===== src/rtl/urv_writeback_pkg.sv =====
// Shared definitions for the uRV writeback stage: load/store funct3 codes,
// rd source select encodings and writeback FSM states.
package urv_writeback_pkg;

   localparam logic [2:0] LDST_B  = 3'b000;
   localparam logic [2:0] LDST_H  = 3'b001;
   localparam logic [2:0] LDST_W  = 3'b010;
   localparam logic [2:0] LDST_BU = 3'b100;
   localparam logic [2:0] LDST_HU = 3'b101;

   localparam logic [1:0] RD_SOURCE_ALU      = 2'd0;
   localparam logic [1:0] RD_SOURCE_SHIFTER  = 2'd1;
   localparam logic [1:0] RD_SOURCE_MULTIPLY = 2'd2;
   localparam logic [1:0] RD_SOURCE_CSR      = 2'd3;

   typedef enum logic [1:0] {
      WB_IDLE    = 2'd0,
      WB_WAIT_LD = 2'd1,
      WB_WAIT_ST = 2'd2
   } wb_state_t;

endpackage


===== src/rtl/urv_load_align.sv =====
// Load data alignment: picks the byte/halfword lane addressed by addr and
// sign- or zero-extends it according to funct3. Purely combinational.
module urv_load_align
   import urv_writeback_pkg::*;
(
   input  logic [2:0]  fun,
   input  logic [1:0]  addr,
   input  logic [31:0] data,
   output logic [31:0] value
);

   logic [7:0]  byte_sel;
   logic [15:0] half_sel;

   // NOTE: every output of a combinational block gets a default first so no latch is inferred.
   always_comb begin
      byte_sel = data[7:0];
      case (addr)
         2'd0: byte_sel = data[7:0];
         2'd1: byte_sel = data[15:8];
         2'd2: byte_sel = data[23:16];
         2'd3: byte_sel = data[31:24];
         default: byte_sel = data[7:0];
      endcase
      half_sel = addr[1] ? data[31:16] : data[15:0];

      value = '0;
      case (fun)
         LDST_B:  value = {{24{byte_sel[7]}}, byte_sel};
         LDST_BU: value = {24'h0, byte_sel};
         LDST_H:  value = {{16{half_sel[15]}}, half_sel};
         LDST_HU: value = {16'h0, half_sel};
         LDST_W:  value = data;
         default: value = '0;
      endcase
   end

endmodule


===== src/rtl/urv_writeback.sv =====
// uRV writeback (W) stage: completes loads/stores, aligns load data, drives the
// register-file write port and a registered bypass entry. Define URV_WB_INSTRET_EN
// to build the retired-instruction counter on instret_o (tied to 0 otherwise).
module urv_writeback
   import urv_writeback_pkg::*;
#(
   parameter int INSTRET_WIDTH = 40
) (
   input  logic                     clk_i,
   input  logic                     rst_n_i,
   input  logic                     w_stall_i,
   input  logic                     w_valid_i,
   input  logic [2:0]               w_fun_i,
   input  logic                     w_load_i,
   input  logic                     w_store_i,
   input  logic [4:0]               w_rd_i,
   input  logic                     w_rd_write_i,
   input  logic [31:0]              w_rd_value_i,
   input  logic [31:0]              w_rd_shifter_i,
   input  logic [31:0]              w_rd_multiply_i,
   input  logic [1:0]               w_rd_source_i,
   input  logic [31:0]              w_dm_addr_i,
   input  logic [31:0]              dm_data_l_i,
   input  logic                     dm_load_done_i,
   input  logic                     dm_store_done_i,
   output logic                     w_stall_req_o,
   output logic [4:0]               rf_rd_o,
   output logic [31:0]              rf_rd_value_o,
   output logic                     rf_rd_write_o,
   output logic [4:0]               x_bypass_rd_o,
   output logic [31:0]              x_bypass_value_o,
   output logic                     x_bypass_write_o,
   output logic [INSTRET_WIDTH-1:0] instret_o
);

   wb_state_t   state;
   logic        cap_valid;
   logic [31:0] cap_data;
   logic [31:0] load_value;
   logic [31:0] result_value;
   logic        mem_ld, mem_st, ld_done, st_done, mem_done;
   logic        complete, retire;
   logic        unused_addr;

   assign unused_addr = ^w_dm_addr_i[31:2];

   urv_load_align u_load_align (
      .fun   (w_fun_i),
      .addr  (w_dm_addr_i[1:0]),
      .data  (dm_data_l_i),
      .value (load_value)
   );

   // A captured completion means the memory side is finished for this instruction.
   assign mem_ld = w_valid_i & w_load_i  & ~cap_valid;
   assign mem_st = w_valid_i & w_store_i & ~cap_valid;

   always_comb begin
      ld_done  = dm_load_done_i  & ((state == WB_WAIT_LD) | ((state == WB_IDLE) & mem_ld));
      st_done  = dm_store_done_i & ((state == WB_WAIT_ST) | ((state == WB_IDLE) & mem_st));
      mem_done = ld_done | st_done;

      w_stall_req_o = ((state == WB_WAIT_LD) & ~dm_load_done_i)
                    | ((state == WB_WAIT_ST) & ~dm_store_done_i)
                    | ((state == WB_IDLE) & ((mem_ld & ~dm_load_done_i) | (mem_st & ~dm_store_done_i)));

      complete = cap_valid | mem_done | ((state == WB_IDLE) & ~mem_ld & ~mem_st);
      retire   = complete & ~w_stall_i;

      result_value = w_rd_value_i;
      case (w_rd_source_i)
         RD_SOURCE_ALU:      result_value = w_rd_value_i;
         RD_SOURCE_SHIFTER:  result_value = w_rd_shifter_i;
         RD_SOURCE_MULTIPLY: result_value = w_rd_multiply_i;
         RD_SOURCE_CSR:      result_value = w_rd_value_i;
         default:            result_value = w_rd_value_i;
      endcase
   end

   assign rf_rd_o       = w_rd_i;
   assign rf_rd_value_o = w_load_i ? (cap_valid ? cap_data : load_value) : result_value;
   assign rf_rd_write_o = retire & w_rd_write_i & w_valid_i & (w_rd_i != 5'd0);

   // NOTE: sequential state is updated with non-blocking assignments only.
   always_ff @(posedge clk_i or negedge rst_n_i) begin
      if (!rst_n_i) begin
         state            <= WB_IDLE;
         cap_valid        <= 1'b0;
         cap_data         <= '0;
         x_bypass_rd_o    <= '0;
         x_bypass_value_o <= '0;
         x_bypass_write_o <= 1'b0;
      end else begin
         case (state)
            WB_IDLE:
               if (mem_ld & ~dm_load_done_i & ~w_stall_i)
                  state <= WB_WAIT_LD;
               else if (mem_st & ~dm_store_done_i & ~w_stall_i)
                  state <= WB_WAIT_ST;
            WB_WAIT_LD: if (dm_load_done_i)  state <= WB_IDLE;
            WB_WAIT_ST: if (dm_store_done_i) state <= WB_IDLE;
            default:    state <= WB_IDLE;
         endcase

         // Completion while the pipeline is frozen is held until the stall drops.
         if (mem_done & w_stall_i) begin
            cap_valid <= 1'b1;
            cap_data  <= load_value;
         end else if (retire) begin
            cap_valid <= 1'b0;
         end

         if (retire) begin
            x_bypass_write_o <= rf_rd_write_o;
            if (rf_rd_write_o) begin
               x_bypass_rd_o    <= w_rd_i;
               x_bypass_value_o <= rf_rd_value_o;
            end
         end
      end
   end

`ifdef URV_WB_INSTRET_EN
   logic [INSTRET_WIDTH-1:0] instret;

   always_ff @(posedge clk_i or negedge rst_n_i) begin
      if (!rst_n_i)
         instret <= '0;
      else if (retire & w_valid_i)
         instret <= instret + 1'b1;
   end

   assign instret_o = instret;
`else
   assign instret_o = '0;
`endif

endmodule


===== config.mk =====
export PLATFORM = sky130hd
export DESIGN_NAME = urv_writeback
export DESIGN_NICKNAME = d
export VERILOG_FILES = /design/src/rtl/urv_writeback_pkg.sv /design/src/rtl/urv_load_align.sv /design/src/rtl/urv_writeback.sv
export SDC_FILE = /design/constraint.sdc
export NUM_CORES = 1
export LEC_CHECK = 0
export CAP_MARGIN = 20
export CELL_PAD_IN_SITES_DETAIL_PLACEMENT = 0
export CELL_PAD_IN_SITES_GLOBAL_PLACEMENT = 1
export CORE_MARGIN = 2
export CORE_UTILIZATION = 29
export DETAILED_ROUTE_END_ITERATION = 16
export PLACE_DENSITY_LB_ADDON = 0.1
export SYNTH_ARGS = -nofsm -noshare
export SYNTH_HDL_FRONTEND = slang
export SYNTH_SLANG_ARGS = --single-unit

===== constraint.sdc =====
create_clock -name clk_i -period 3.9 [get_ports clk_i]
set_input_delay 0.585 -clock clk_i [delete_from_list [all_inputs] [get_ports clk_i]]
set_output_delay 0.585 -clock clk_i [all_outputs]
set_load 0.05 [all_outputs]

==> impl_metrics.json <==
{
  "path_class": "input port to output port",
  "combPwrFrac_pct": 50.5,
  "drc_errors": 0,
  "fillers": 1701,
  "post_cts_buffers": 0,
  "cts_hold_buffers": 0,
  "rows": 48,
  "grt_overflow": 0,
  "antenna_found_initial": 2,
  "maxCapViolCount": 0,
  "synth_ff_type": "dfrtp_1",
  "crit_chain": "clkdlybuf4s50_1, mux4_2, and3b_1, nor2b_1, a21oi_1, buf_12",
  "cts.sink_count": 73,
  "skew_ns": 0.00646,
  "post-route-period-util_pct": 89.5,
  "ant_nets": 0,
  "timing.setup.tns_ns": 0,
  "yosysTopAreaCellShare_pct": 35.6,
  "stdcell_area_mm2": 0.00792,
  "ir_drop_mv": 0.301,
  "worst_pin_slew_ns": 0.692,
  "post_dp_cell_area_mm2": 0.00758,
  "pwr-share-seq_pct": 27.9,
  "gp_congestion": 0.813,
  "cts_made_buffers": 9,
  "die_y_um": 137,
  "grt_pass1_vias": 5001,
  "stdcell_count": 1011,
  "synthCells": 576,
  "htree_levels": 3,
  "p_int_mw": 2.29,
  "rsz0062_at_grt": "no",
  "ctsRootBufferMaster": "clkbuf_16",
  "yosysWarnings": 0,
  "drive_gt1_share_pct": 17.4,
  "grt_pass1_wl_um": 28600,
  "cp.arrival_ns": 2.90,
  "power.switching_mw": 1.72,
  "end_kind": "output port",
  "crit_path_max_incr_delay_ns": 0.52,
  "synth_area_per_cell_um2": 8.91,
  "synth.area.top_cells": "dfrtp_1, mux2_2, buf_4",
  "slew_headroom_pct": 53.8,
  "min-delay-path-class": "input port to async pin",
  "via_count": 5107,
  "whs_ns": 0.181,
  "cp_max_fo": 9,
  "critPathLaunchType": "input port",
  "routed_wl_um": 19100,
  "clkPwrFrac_pct": 21.6,
  "area_growth_pct": 54.2,
  "synth-edff-count": 0,
  "leakage_nw": 3.28,
  "synth_top_cell_by_area": "dfrtp_1",
  "pin_count": 296,
  "worstPathRequired_ns": 3.31,
  "powerDensity_mw_per_mm2": 507,
  "synth-seq-cells": 73,
  "dieArea_mm2": 0.0188,
  "min_period_ns": 3.49,
  "setup_viol": 0,
  "yosysSeqAreaShare_pct": 35.6,
  "swShare_pct": 42.8,
  "grt_max_degree": 74,
  "insertion_delay_ns": 0.34,
  "power_mw": 4.01,
  "cts_buffer_depth": 2,
  "die_w_um": 137,
  "core_area_mm2": 0.0173,
  "first_iter_violations": 271,
  "critPathSlowestCell": "mux4_2",
  "ctsResizeCount": 0,
  "dp_hpwl_um": 14700,
  "placed_cells": 994,
  "start_util_pct": 29.7,
  "nets": 962,
  "async_flop_share_pct": 100,
  "cts_tree": "built",
  "via_per_inst": 5.05,
  "grt_use_total_pct": 20.1,
  "hold_violations": 0,
  "dr.pass1.iters": 4,
  "fmax_mhz": 287,
  "clkTransAtPathRegs_ns": 0.06,
  "synth_cell_type_count": 47,
  "status": "finished clean",
  "netlist_area_mm2": 0.00513,
  "n_antenna_cell": 0,
  "wl_per_cell_um": 18.9,
  "numPortBuffers": 225,
  "finalMaxSlewViolations": 0
}
synth_stat cells, types with 2 or more instances:
library cell   n
a211oi_1      17
a21o_1         7
a21oi_1       64
a221oi_1      14
a221oi_2      10
a22oi_1       24
a31o_2         7
a31oi_1        2
and3b_1        3
buf_2         13
buf_4         47
clkbuf_1      31
dfrtp_1       73
ha_1           2
inv_1         13
mux2_1         3
mux2_2        35
mux2_4         2
mux2i_1       14
nand2_1       32
nand2b_1       3
nand3_1        7
nor2_1        62
nor2b_1       20
nor3_1         3
nor3b_4        2
nor4b_1        7
o21ai_0       24
o21ai_1        2
o22ai_1        8
o32ai_1        8
or2_2          2
metal layers:
| metal | routed length [µm] | global-route usage [%] | part of all wire, % | vias to the layer above |
|---|---|---|---|---|
| met5 | 23 | 0 | 0.12 | - |
| met4 | 158 | 4.87 | 0.83 | 4 |
| met3 | 1640 | 5.63 | 8.6 | 14 |
| met2 | 8700 | 31.5 | 46 | 189 |
| met1 | 8550 | 27.5 | 45 | 2470 |
| li1 | - | - | - | 2430 |
worst paths after layout:
kind,from,endpoint,slack (ns),cells past startpoint
max reg2reg,cap_valid$_DFFE_PN0P_,x_bypass_value_o[8]$_DFFE_PN0P_,1.56,6
max,w_dm_addr_i[0],rf_rd_value_o[11],0.41,6
min in group clk_i,x_bypass_value_o[18]$_DFFE_PN0P_,x_bypass_value_o[18]$_DFFE_PN0P_,0.49,1
max in group asynchronous,rst_n_i,x_bypass_value_o[13]$_DFFE_PN0P_,3.13,2
min,rst_n_i,x_bypass_value_o[17]$_DFFE_PN0P_,0.18,1
min reg2reg,x_bypass_value_o[18]$_DFFE_PN0P_,x_bypass_value_o[18]$_DFFE_PN0P_,0.49,1
cells by family after synthesis:
kind of cell	count (synthesis)	synth area share [%]
AOI/OAI and AO/OA	193	25.9
adders and majority gates	2	0.487
buffers and inverters	106	11.9
DFF	73	35.6
muxes	55	12.1
other	1	0.0731
and+or+nand+nor	146	14.0
per-stage QoR:
| stage | util (%) | setup slack [ns] |
|---|---|---|
| finish | 45.8 | 0.410 |
| global route | 45.8 | 0.269 |
| CTS | 45.6 | 0.400 |
| detailed placement | 43.8 | 0.433 |
| global placement | 43.8 | 0.441 |
| floorplan | - | 0.449 |
critical path, delay by kind of cell:
kind,cells,cell delay (ns)
buffers and inverters,2,0.73
muxes,1,0.52
AOI/OAI and AO/OA,1,0.27
and+or+nand+nor,2,0.79
layout by cell type (no fill, tap or decap), types with 3 or more instances in the layout:
| cell | netlist | final |
|---|---|---|
| clkdlybuf4s50_1 | 0 | 190 |
| dfrtp_1 | 73 | 73 |
| a21oi_1 | 64 | 63 |
| nor2_1 | 62 | 62 |
| conb_1 | 1 | 40 |
| buf_4 | 47 | 38 |
| mux2_2 | 35 | 35 |
| nand2_1 | 32 | 32 |
| a22oi_1 | 24 | 24 |
| o21ai_0 | 24 | 24 |
| nor2b_1 | 20 | 20 |
| buf_12 | 0 | 18 |
| a211oi_1 | 17 | 17 |
| a221oi_1 | 14 | 14 |
| mux2i_1 | 14 | 14 |
| inv_1 | 13 | 13 |
| a221oi_2 | 10 | 10 |
| clkbuf_16 | 0 | 9 |
| o22ai_1 | 8 | 8 |
| o32ai_1 | 8 | 8 |
| nor4b_1 | 7 | 7 |
| a21o_1 | 7 | 7 |
| a31o_2 | 7 | 7 |
| nand3_1 | 7 | 7 |
| nor3_1 | 3 | 3 |
| and3b_1 | 3 | 3 |
| nand2b_1 | 3 | 3 |
| mux2_1 | 3 | 3 |
power by group through the flow:
stage	clock network, mW	logic [mW]	registers, mW
after detailed placement	0	2.03	1.13
after CTS	0.895	2.03	1.12
after global placement	0	2.02	1.12
final	0.867	2.02	1.12
after global routing	0.923	2.14	1.15
after floorplan	0	0.814	1.59
state kept, by name, summed over array words and instances (netlist names):
name / flops
cap_valid: 1
state: 2
x_bypass_rd_o: 5
cap_data: 32
x_bypass_value_o: 32
x_bypass_write_o: 1
final cells by class:
| class | instances | area [µm²] | share of cell area, % |
|---|---|---|---|
| Multi-Input combinational cell | 436 | 2870 | 36.3 |
| Tap cell | 225 | 282 | 3.56 |
| Timing Repair Buffer | 248 | 2580 | 32.6 |
| Clock inverter | 6 | 66.3 | 0.838 |
| Clock buffer | 10 | 239 | 3.02 |
| Sequential cell | 73 | 1830 | 23.1 |
| Inverter | 13 | 48.8 | 0.616 |
Power figures use the tool's default switching activity.
